**src/rtl/mem_pkg.sv**
```systemverilog
// Shared op codes, FSM state encoding and request classification helpers
// for the RAM initiator.
package mem_pkg;

  localparam logic [3:0] OP_LB  = 4'b0000;
  localparam logic [3:0] OP_LH  = 4'b0001;
  localparam logic [3:0] OP_LW  = 4'b0010;
  localparam logic [3:0] OP_LBU = 4'b0100;
  localparam logic [3:0] OP_LHU = 4'b0101;
  localparam logic [3:0] OP_SB  = 4'b1000;
  localparam logic [3:0] OP_SH  = 4'b1001;
  localparam logic [3:0] OP_SW  = 4'b1010;

  localparam logic [1:0] ST_IDLE = 2'd0;
  localparam logic [1:0] ST_RD   = 2'd1;
  localparam logic [1:0] ST_WR   = 2'd2;
  localparam logic [1:0] ST_RESP = 2'd3;

  function automatic logic is_load(input logic [3:0] op);
    return op inside {OP_LB, OP_LH, OP_LW, OP_LBU, OP_LHU};
  endfunction

  function automatic logic is_store(input logic [3:0] op);
    return op inside {OP_SB, OP_SH, OP_SW};
  endfunction

  // Halfword ops need an even address, word ops a multiple of four.
  function automatic logic is_misaligned(input logic [3:0] op, input logic [1:0] lsb);
    case (op)
      OP_LH, OP_LHU, OP_SH: return lsb[0];
      OP_LW, OP_SW:         return |lsb;
      default:              return 1'b0;
    endcase
  endfunction

endpackage

```
**src/rtl/mem_access_unit_load_extend.sv**
```systemverilog
// MIPS load result shaping: picks byte/half/word from the captured RAM word
// and applies sign or zero extension according to the op code.
module load_extend
  import mem_pkg::*;
(
  input  logic [3:0]  op,
  input  logic [31:0] word,
  output logic [31:0] result
);

  always_comb begin
    // NOTE: every combinational output gets a default first so no path
    // through the case leaves it unassigned and infers a latch.
    result = word;
    case (op)
      OP_LB:   result = {{24{word[7]}}, word[7:0]};
      OP_LBU:  result = {24'h0, word[7:0]};
      OP_LH:   result = {{16{word[15]}}, word[15:0]};
      OP_LHU:  result = {16'h0, word[15:0]};
      default: result = word;
    endcase
  end

endmodule

```
**src/rtl/mem_access_unit.sv**
```systemverilog
// Load/store initiator for a byte-addressed, word-wide RAM; SB/SH run as
// read-modify-write. Define MEM_ALIGN_CHECK_EN to reject unaligned LH/LHU/SH/LW/SW.
module mem_access_unit
  import mem_pkg::*;
#(
  parameter int unsigned MEM_BYTES = 1024,
  parameter int unsigned ADDR_W    = 32
) (
  input  logic              clk,
  input  logic              rst_n,
  input  logic              req_valid,
  output logic              req_ready,
  input  logic [3:0]        req_op,
  input  logic [ADDR_W-1:0] req_addr,
  input  logic [31:0]       req_wdata,
  output logic              resp_valid,
  output logic [31:0]       resp_rdata,
  output logic              resp_err,
  output logic              mem_re,
  output logic              mem_we,
  output logic [ADDR_W-1:0] mem_addr,
  output logic [31:0]       mem_wdata,
  input  logic [31:0]       mem_rdata
);

  logic [1:0]        state_q, state_d;
  logic [3:0]        op_q;
  logic [ADDR_W-1:0] addr_q;
  logic [31:0]       wdata_q;
  logic [31:0]       rdata_q;
  logic              err_q;

  logic              accept;
  logic [ADDR_W:0]   end_addr;
  logic              out_of_range;
  logic              misaligned;
  logic              reject;
  logic [31:0]       load_result;

  assign accept = (state_q == ST_IDLE) && req_valid;

  // One extra bit so that addr+3 wrapping past the top of the bus is caught.
  assign end_addr     = {1'b0, req_addr} + (ADDR_W + 1)'(3);
  assign out_of_range = end_addr >= (ADDR_W + 1)'(MEM_BYTES);

`ifdef MEM_ALIGN_CHECK_EN
  assign misaligned = is_misaligned(req_op, req_addr[1:0]);
`else
  assign misaligned = 1'b0;
`endif

  assign reject = !(is_load(req_op) || is_store(req_op)) || out_of_range || misaligned;

  always_comb begin
    state_d = state_q;
    case (state_q)
      ST_IDLE: begin
        if (req_valid) begin
          if (reject)              state_d = ST_RESP;
          else if (req_op == OP_SW) state_d = ST_WR;
          else                     state_d = ST_RD;
        end
      end
      ST_RD:   state_d = is_store(op_q) ? ST_WR : ST_RESP;
      ST_WR:   state_d = ST_RESP;
      default: state_d = ST_IDLE;
    endcase
  end

  // NOTE: sequential state uses non-blocking assignments so every flop
  // samples pre-edge values regardless of statement order.
  always_ff @(posedge clk or negedge rst_n) begin
    if (!rst_n) begin
      state_q <= ST_IDLE;
      op_q    <= '0;
      addr_q  <= '0;
      wdata_q <= '0;
      rdata_q <= '0;
      err_q   <= 1'b0;
    end else begin
      state_q <= state_d;
      if (accept) begin
        op_q    <= req_op;
        addr_q  <= req_addr;
        wdata_q <= req_wdata;
        err_q   <= reject;
      end
      if (state_q == ST_RD) rdata_q <= mem_rdata;
    end
  end

  load_extend u_load_extend (
    .op     (op_q),
    .word   (rdata_q),
    .result (load_result)
  );

  // Moore outputs: strobes exist only in RD/WR, so a reset drops them at once.
  assign req_ready = (state_q == ST_IDLE);
  assign mem_re    = (state_q == ST_RD);
  assign mem_we    = (state_q == ST_WR);
  assign mem_addr  = (mem_re || mem_we) ? addr_q : '0;

  always_comb begin
    mem_wdata = '0;
    if (mem_we) begin
      case (op_q)
        OP_SB:   mem_wdata = {rdata_q[31:8], wdata_q[7:0]};
        OP_SH:   mem_wdata = {rdata_q[31:16], wdata_q[15:0]};
        default: mem_wdata = wdata_q;
      endcase
    end
  end

  assign resp_valid = (state_q == ST_RESP);
  assign resp_err   = resp_valid && err_q;
  assign resp_rdata = (resp_valid && !err_q && is_load(op_q)) ? load_result : 32'h0;

endmodule

```
**config.mk**
```make
export PLATFORM = sky130hd
export DESIGN_NAME = mem_access_unit
export DESIGN_NICKNAME = d
export VERILOG_FILES = /design/src/rtl/mem_pkg.sv /design/src/rtl/mem_access_unit_load_extend.sv /design/src/rtl/mem_access_unit.sv
export SDC_FILE = /design/constraint.sdc
export NUM_CORES = 1
export LEC_CHECK = 0
export CORE_MARGIN = 1.5
export CORE_UTILIZATION = 50
export CTS_CLUSTER_DIAMETER = 200
export CTS_CLUSTER_SIZE = 10
export DETAILED_ROUTE_END_ITERATION = 12
export DONT_BUFFER_PORTS = 1
export HOLD_SLACK_MARGIN = 0.1
export PLACE_DENSITY = 0.71
export SYNTH_ARGS = -nofsm -noshare
export SYNTH_HDL_FRONTEND = slang
export SYNTH_SLANG_ARGS = --single-unit
```
**constraint.sdc**
```tcl
create_clock -name clk -period 2.35 [get_ports clk]
set_input_delay 0.235 -clock clk [delete_from_list [all_inputs] [get_ports clk]]
set_output_delay 0.235 -clock clk [all_outputs]
set_load 0.02 [all_outputs]
```
Word-level counts from Yosys, hierarchy flattened
Cells that the tools add are included.
W data, S select, Z words.
{ "classes": {"n_addsub": 1, "magnitude_cmp": 1, "eq_ne": 18, "muxes": 10, "reduce_logical": 16} }
{ "op_table": {"columns": ["op", "n"], "rows": [
  ["$pmux W32 S4", 1],
  ["$mux W32", 3],
  ["$pmux W32 S2", 1],
  ["$add A32 B2 Y33 const B", 1],
  ["$ge A33 B11 Y1 const B", 1],
  ["$eq A4 B4 Y1 const B", 6],
  ["$eq A4 B3 Y1 const B", 4],
  ["$reduce_bool A5 Y1", 2],
  ["$eq A4 B1 Y1 const B", 2],
  ["$eq A4 B2 Y1 const B", 2],
  ["$logic_not A4 Y1", 2],
  ["$mux W2", 3],
  ["$pmux W2 S3", 1],
  ["$reduce_bool A3 Y1", 2],
  ["$eq A2 B2 Y1 const B", 2],
  ["$logic_and A1 B1 Y1", 4],
  ["$logic_or A1 B1 Y1", 3],
  ["$eq A2 B1 Y1 const B", 1],
  ["$logic_not A1 Y1", 2],
  ["$logic_not A2 Y1", 1],
  ["$ne A2 B2 Y1 const B", 1],
  ["$mux W1", 1]
]} }
{ "word_totals": {"register_bits": 103, "inputBits": 103, "out_inout_bits": 101, "word_cells": 52} }

Depth between registers and ports, before layout
Gate-level depths: netlist (run 1).
{ "depth": {"depth_word": 8, "ltp_mapped": 8, "ltp_nobuf": 7} }

Modules after synthesis
Synthesis (run 1) repeated with hierarchy kept, for this count alone.
{ "unflattened": {"cells_unflattened": 535, "hier_area_um2": 5582.9} }
{ "modules_own_cells": {"columns": ["module", "instances", "cells_each", "area_each_um2", "seq_area_each_um2"], "rows": [
  ["mem_access_unit", 1, 468, 5122.4, 2577.5],
  ["load_extend", 1, 67, 460.4, 0.0]
]} }

Worst setup path before layout (run 1)
No wires, ideal clock.
{ "synth_timing": {"path_type": "flip-flop to output port", "start": "register op_q[1]", "end": "output port resp_rdata[10]", "arrival_ps": 2027, "t_required_ps": 2115, "slack_ps": 88, "stages_incl_launch_ff": 6, "n_path_buf": 2, "cell_sequence": "dfrtp_1 -> or2_2 -> clkbuf_1 -> or4b_2 -> clkbuf_1 -> a21oi_1"} }
{ "synth_between": {"elab_chain_len": 4, "word_cells_on_any_way": 9, "cone_classes": "eq/ne (4); mux (2); reduce/logical (3)"} }
{ "synth_rtl": {"columns": ["element", "line_no", "source"], "rows": [
  ["from (decl)", "mem_access_unit.sv:27", "logic [3:0] op_q;"],
  ["from (signal assigned)", "mem_access_unit.sv:83", "op_q <= req_op;"],
  ["$eq A4 B1 Y1, or another cell as far along", "mem_pkg.sv:20, mem_access_unit_load_extend.sv:15", null],
  ["$reduce_bool A5 Y1", "mem_pkg.sv:20", "return op inside {OP_LB, OP_LH, OP_LW, OP_LBU, OP_LHU};"],
  ["$logic_and A1 B1 Y1", "mem_access_unit.sv:117", "assign resp_rdata = (resp_valid && !err_q && is_load(op_q)) ? load_result : 32'h0;"],
  ["$mux W32 (*)", "mem_access_unit.sv:117", null],
  ["to (decl)", "mem_access_unit.sv:17", "output logic [31:0] resp_rdata,"]
]} }
Every way passes the cells marked *; elsewhere a longest branch is shown, timed or not.

Worst setup path in the final report (run 1)
{ "layout_timing": {"start": "register op_q[3]", "end": "output port mem_wdata[14]"} }
{ "layout_between": {"elab_chain_len": 3, "word_cells_on_any_way": 4, "cone_classes": "eq/ne (2); mux (2)"} }
{ "layout_rtl": {"columns": ["element", "line_no", "source"], "rows": [
  ["$eq A4 B4 Y1", "mem_access_unit.sv:107", "case (op_q)"],
  ["$pmux W32 S2 (*)", "mem_access_unit.sv:107", null],
  ["$mux W32 (*)", "mem_access_unit.sv:106", "if (mem_we) begin"],
  ["to (decl)", "mem_access_unit.sv:22", "output logic [31:0] mem_wdata,"]
]} }
Marked as above.

==> impl_results.md, run 1 <==
- Final setup viols: 0
- Die width: 108 um
- Average cell area after synthesis: approximately 11 um2
- Starting Density: around half
- Slew Limit Fails: 0
- Largest net degree at the start of global routing: approximately 100
- Min-delay worst type: in -> async
- Hold Fails Final Rpt: around 100
- Comb power frac: about half
- Required time of the critical path: roughly 2.1 ns
- Fill count: just over 800
- Share of cells above drive strength 1: 27.3%
- Final Critical Period: around 2.2 ns
- Synth top cells by count: dfrtp_1, mux2_2, nand2_1
- Vias in the first global route: approximately 5000
- Crit Path Category: reg -> out
- Clock Latency Late Sink: about 0.38 ns
- Total Wirelength: ~16000 um
- Most used DFF post-synth: dfrtp_1
- Clock share of power: between 10% and 20%
- Post-route DRC: 0
- Max FO, Critical Path: 8
- Setup TNS: 0 ns
- RSZ-0062 raised after global routing: no
- CTS tree: done
- Post-synth ARST share: 100%
- Maximum clock rate: about 450 MHz
- Internal power: approximately 5.3 mW
- Startpoint types: register
- Synth Instances: 525
- Yosys warns: 0
- Flops & latches, synth: ~100
- Core Box Area: approximately 11000 um2
- Rel. slew slack: around 62%
- Syn-to-layout area delta: 31.3%
- Root Driver: clkbuf_8
- Final Util: 67.2%
- Vias/cell: ~5.7
- Final Hold Slack: -0.467 ns
- Worst-Margin Slew: 0.566 ns
- Post-DP HPWL: around 10000 um
- TritonCTS Buffers: 9
- H-tree Lvls: 3
- Clk buf depth: 2
- Sw Pwr: 3.79 mW
- Vias: between 4000 and 5000
- Clk_skew: around 0.012 ns
- Initial DRC count: approximately 320
- I/O pins: 204
- Routed Antenna Nets: 0
- Final period utilization: between 90 and 100%
- Clk slew on worst S/H paths: roughly 0.1 ns
- DR pass1 iterations: 4
- Failing checks: negative hold slack
- Synth Cell Area: 5550 um2
- Pleak: 3.10 nW
- EDFF count, synth: 0
- Reg2reg setup slack: around 0.55 ns
- CP arrival: between 2 and 2.5 ns
- Power Total: 9.05 mW
- Cell area power density: around 1200 nW/um2
- Number of diodes: 0
- Total global routing overflow: 0
- Die H: between 100 and 150 um
- First-pass GRT wire length: between 20000 and 25000 um
- Clock sinks: approximately 100
- Net count, final: about 770
- Switch share: between 40% and 50%
- Top-count cell post-synth: dfrtp_1
- Synth area leaders: dfrtp_1, mux2_2, and2_1
- Max-cap violations: 0
- Area leader, netlist: dfrtp_1
- Net Count, Synth: around 630
- Seq pwr share: 36.3%
- Initial antenna violation count: 0
- Status: complete, but fails checks
- Gp weighted congestion: approximately 0.86
- Setup crit end kind: primary output
- VDD IR max: 0.745 mV
- GRT Overall Usage: a little over a quarter
- Yosys top cell area share: between 40% and 50%
- Num rows: 38
- Post-synthesis cell type count: 52
- Die area: about 12000 um2
- PortBufs: 0
- Average wire per standard cell: approximately 20 um
- Cts hold-fix bufs: just over 100
- Seq/Total Area, Yosys: a little under half
-- flip-flops by register name (all words and copies together) (netlist names) --
signal / flops
err_q: 1
state_q: 2
addr_q: 32
rdata_q: 32
wdata_q: 32
op_q: 4
-- critical path, stage by stage, from the launching register on --
cell and delay [ns]:
dfrtp_1 0.37, buf_4 0.14, or3b_2 0.47, nor2_1 0.11
buf_4 0.16, nand2_1 0.07, a21boi_1 0.15, buf_4 0.17
-- power groups by stage --
stage | Combinational, mW | Clock [mW] | Sequential, mW
after CTS | 4.57 | 1.18 | 3.24
after detailed placement | 4.38 | 0 | 3.29
after global routing | 4.97 | 1.24 | 3.39
after global placement | 4.28 | 0 | 3.22
final | 4.61 | 1.16 | 3.28
after floorplan | 3.41 | 0 | 3.08
-- cells in the final DEF, fill, tap and decap left out, types with 10 or more instances in the layout --
cell type / synthesis / final
nor2_1: 16 / 16
a21oi_1: 12 / 11
clkbuf_8: 0 / 10
and2_1: 50 / 50
o21ai_0: 16 / 16
a21boi_0: 24 / 18
o21a_1: 17 / 17
dfrtp_1: 103 / 102
buf_4: 1 / 49
nand2_1: 66 / 65
nand3_1: 12 / 12
dlygate4sd3_1: 0 / 101
mux2_2: 97 / 97
nand4_1: 11 / 11
-- path summary, 6_finish.rpt --
kind	from	to	cells after the start
worst max-delay path	op_q[3]	mem_wdata[14]	7
worst min-delay path	rst_n	rdata_q[17]	0
worst max register to register	state_q[0]	addr_q[6]	5
worst min register to register	addr_q[24]	addr_q[24]	2
max in group asynchronous	rst_n	wdata_q[5]	0
min in group clk	req_valid	state_q[1]	2
-- final cells by class --
cell class,count,area [um2],share of cell area [%]
inverters,7,26.3,0.361
flip-flops and latches,103,2580,35.4
multi-input cells,387,2870,39.4
clock buffers,12,145,1.99
repair buffers,153,1440,19.7
well taps,140,175,2.40
clock inverters,4,53.8,0.738
-- per-layer routing --
metal	track usage, %	routed length (um)	vias to the layer above
li1	-	-	2135
met4	11.9	410	0
met5	0	0	-
met2	48.3	8110	188
met1	30.5	6190	2256
met3	5.85	999	32
-- per-stage QoR --
step | instances | worst slack [ns] | instance area, um2
after floorplan | 525 | 0.0876 | 5550
after global placement | 687 | 0.256 | 6040
after detailed placement | 687 | 0.164 | 6040
after CTS | 806 | 0.00730 | 7280
after global routing | 806 | 0.00469 | 7290
final | 806 | 0.104 | 7290
-- timing repair --
| action | in CTS | in global routing |
|---|---|---|
| pin swaps | 1 | 0 |
| setup buffers | 2 | 0 |
| endpoints found under the hold margin | 204 | 103 |
| gates resized for setup | 2 | 10 |
| setup endpoints to repair | 8 | 12 |
-- logic make-up after synthesis --
kind of cell | count (synthesis) | share of synthesized area (%)
adders and majority gates | 4 | 0.902
and+or+nand+nor | 188 | 18.0
DFF | 103 | 46.4
buffers and inverters | 35 | 2.44
muxes | 99 | 20.0
xor gates and xnor gates | 2 | 0.316
AOI/OAI and AO/OA | 94 | 11.8
(Power assumes the default switching activity.)
==> inputs of run 2 (changes only) <==
Settings changed: SKIP_LAST_GASP from default to 1.
==> run 2 against run 1 <==
Compared with the run above:
- critical path type unchanged
- largest cell class unchanged
- the flow still finishes with violations (negative hold slack)
- clock skew hardly changed
- hold slack better by 0.00075 ns
- sequential power hardly changed
- cell count stayed put
==> impl_results.md, run 2 (same netlist as run 1, synthesis figures left out) <==
- Status: complete, but fails checks (unchanged)
- Failing checks: negative hold slack (unchanged)
- Starting Density: 51.2% (unchanged)
- CTS tree: done (unchanged)
- CP cell instances: buf_4 -> or3b_2 -> nor2_1 -> buf_4 -> nand2_1 -> a21boi_1 -> buf_4 (unchanged)
- Design area: 7280 um2 (was 7290 um2)
- Vias in the first global route: 4876 (unchanged)
- Startpoint types: register (unchanged)
- Worst R2R Start: state_q[0] (unchanged)
- Post-route DRC: 0 (unchanged)
- Worst-case reg-to-reg path depth: 5 (unchanged)
- Die H: 108 um (unchanged)
- RSZ-0062 raised after global routing: yes (was no)
- Largest regs: addr_q x32, rdata_q x32, wdata_q x32 (unchanged)
- Final Hold Slack: -0.466 ns (was -0.467 ns)
- DR pass1 iterations: 4 (unchanged)
- Clock Latency Late Sink: 0.38 ns (about the same)
- Number of diodes: 0 (unchanged)
- Max incr delay on CP: 0.47 ns (about the same)
- Share of cells above drive strength 1: 27.0% (was 27.3%)
- WP buf/inv: 3 (unchanged)
- Dpl cells: 687 (unchanged)
- TritonCTS Buffers: 9 (unchanged)
- Num rows: 38 (unchanged)
- Rel. slew slack: 61.3% (was 61.9%)
- Setup TNS: 0 ns (unchanged)
- Commonest non-fill, non-tap cells in the layout: dfrtp_1, dlygate4sd3_1, mux2_2 (unchanged)
- GRT Overall Usage: 26.9% (unchanged)
- Post-Layout Cell Count: 806 (unchanged)
- Total Wirelength: 15700 um (about the same)
- Cell area power density: 1240 nW/um2 (about the same)
- Slew Limit Fails: 0 (unchanged)
- Worst path top cell family by delay: simple AND/OR/NAND/NOR gates (unchanged)
- Final Critical Period: 2.25 ns (about the same)
- First-pass GRT wire length: 24300 um (unchanged)
- CP dominant cell by count: buf_4 (unchanged)
- Net count, final: 768 (unchanged)
- Total global routing overflow: 0 (unchanged)
- Cts hold-fix bufs: 101 (unchanged)
- Largest net degree at the start of global routing: 104 (unchanged)
- Crit Path Category: reg -> out (unchanged)
- CP arrival: 2.02 ns (was 2.01 ns)
- Final period utilization: 95.9% (was 95.6%)
- Post-DP HPWL: 10300 um (unchanged)
- Die area: 11700 um2 (unchanged)
- Final Util: 67.2% (about the same)
- R2R Path End: wdata_q[28] (was addr_q[6])
- PortBufs: 0 (unchanged)
- Clock sinks: 103 (unchanged)
- Setup crit end kind: primary output (unchanged)
- Die width: 108 um (unchanged)
- Syn-to-layout area delta: 31.2% (was 31.3%)
- Worst path slowest cell: or3b_2 (unchanged)
- Placed inst area: 6040 um2 (unchanged)
- Pleak: 3.10 nW (about the same)
- Initial DRC count: 332 (was 317)
- Final setup viols: 0 (unchanged)
- VDD IR max: 0.745 mV (about the same)
- Clk_skew: 0.0121 ns (was 0.0122 ns)
- H-tree Lvls: 3 (unchanged)
- Max FO, Critical Path: 8 (unchanged)
- Gp weighted congestion: 0.859 (unchanged)
- Hold Fails Final Rpt: 103 (unchanged)
- Average wire per standard cell: 19.5 um (about the same)
- Most common cell after layout, fill and taps aside: dfrtp_1 (unchanged)
- Vias: 4644 (was 4611)
- Maximum clock rate: 444 MHz (was 445 MHz)
- Core Box Area: 10800 um2 (unchanged)
- Max-cap violations: 0 (unchanged)
- Initial antenna violation count: 0 (unchanged)
- Worst-Margin Slew: 0.575 ns (was 0.566 ns)
- Vias/cell: 5.76 (was 5.72)
- Root Driver: clkbuf_8 (unchanged)
- Critical Path Stages: 7 (unchanged)
- Clk buf depth: 2 (unchanged)
- Clk slew on worst S/H paths: 0.10 ns (about the same)
- Reg2reg setup slack: 0.55 ns (about the same)
- Min-delay worst type: in -> async (unchanged)
- Routed Antenna Nets: 0 (unchanged)
- Required time of the critical path: 2.12 ns (about the same)
- I/O pins: 204 (unchanged)
## run 2: cell count changes in the layout (fill, tap and decap cells not counted)
cell,change
a21boi_1,+2
a21boi_2,-2
## run 2: layer usage
layer / global-route usage (%) / wire length (um) / vias up
met3: 5.85 / 1000 / 38
li1: - / - / 2133
met4: 11.9 / 419 / 0
met2: 48.3 / 8100 / 198
met5: 0 / 0 / -
met1: 30.5 / 6210 / 2275
## run 2: layout make-up
type                            instances  area, um2
Clock buffer                           12        145
Multi-Input combinational cell        387       2860
Fill cell                             828       3560
Timing Repair Buffer                  153       1440
Inverter                                7       26.3
Tap cell                              140        175
Sequential cell                       103       2580
Clock inverter                          4       53.8
## run 2: power by group
group	switching [mW]	internal (mW)
logic	2.57	2.03
clock network	0.629	0.527
registers	0.589	2.69
total	3.79	5.25
## run 2: per-stage QoR
step	worst slack (ns)	power, mW
after floorplan	0.0876	6.49
final	0.0968	9.04
after CTS	0.00730	8.99
after global placement	0.256	7.50
after detailed placement	0.164	7.66
after global routing	-0.0207	9.58
## run 2: repair_timing
item	4_1_cts	5_1_grt
resized for setup	2	8
endpoints found under the hold margin	204	103
pin swaps	1	0
setup buffers	2	0
endpoints found under the setup margin	8	12
## run 2: worst max-delay path by stage
stage                     end  slack (ns)         from
6_report         mem_wdata[8]         0.1      op_q[3]
5_1_grt          mem_wdata[8]       -0.02      op_q[3]
4_1_cts         mem_wdata[13]       0.007      op_q[2]
3_5_place_dp       state_q[1]        0.16  req_addr[1]
3_3_place_gp   resp_rdata[14]        0.26      op_q[1]
2_1_floorplan  resp_rdata[10]        0.09      op_q[1]
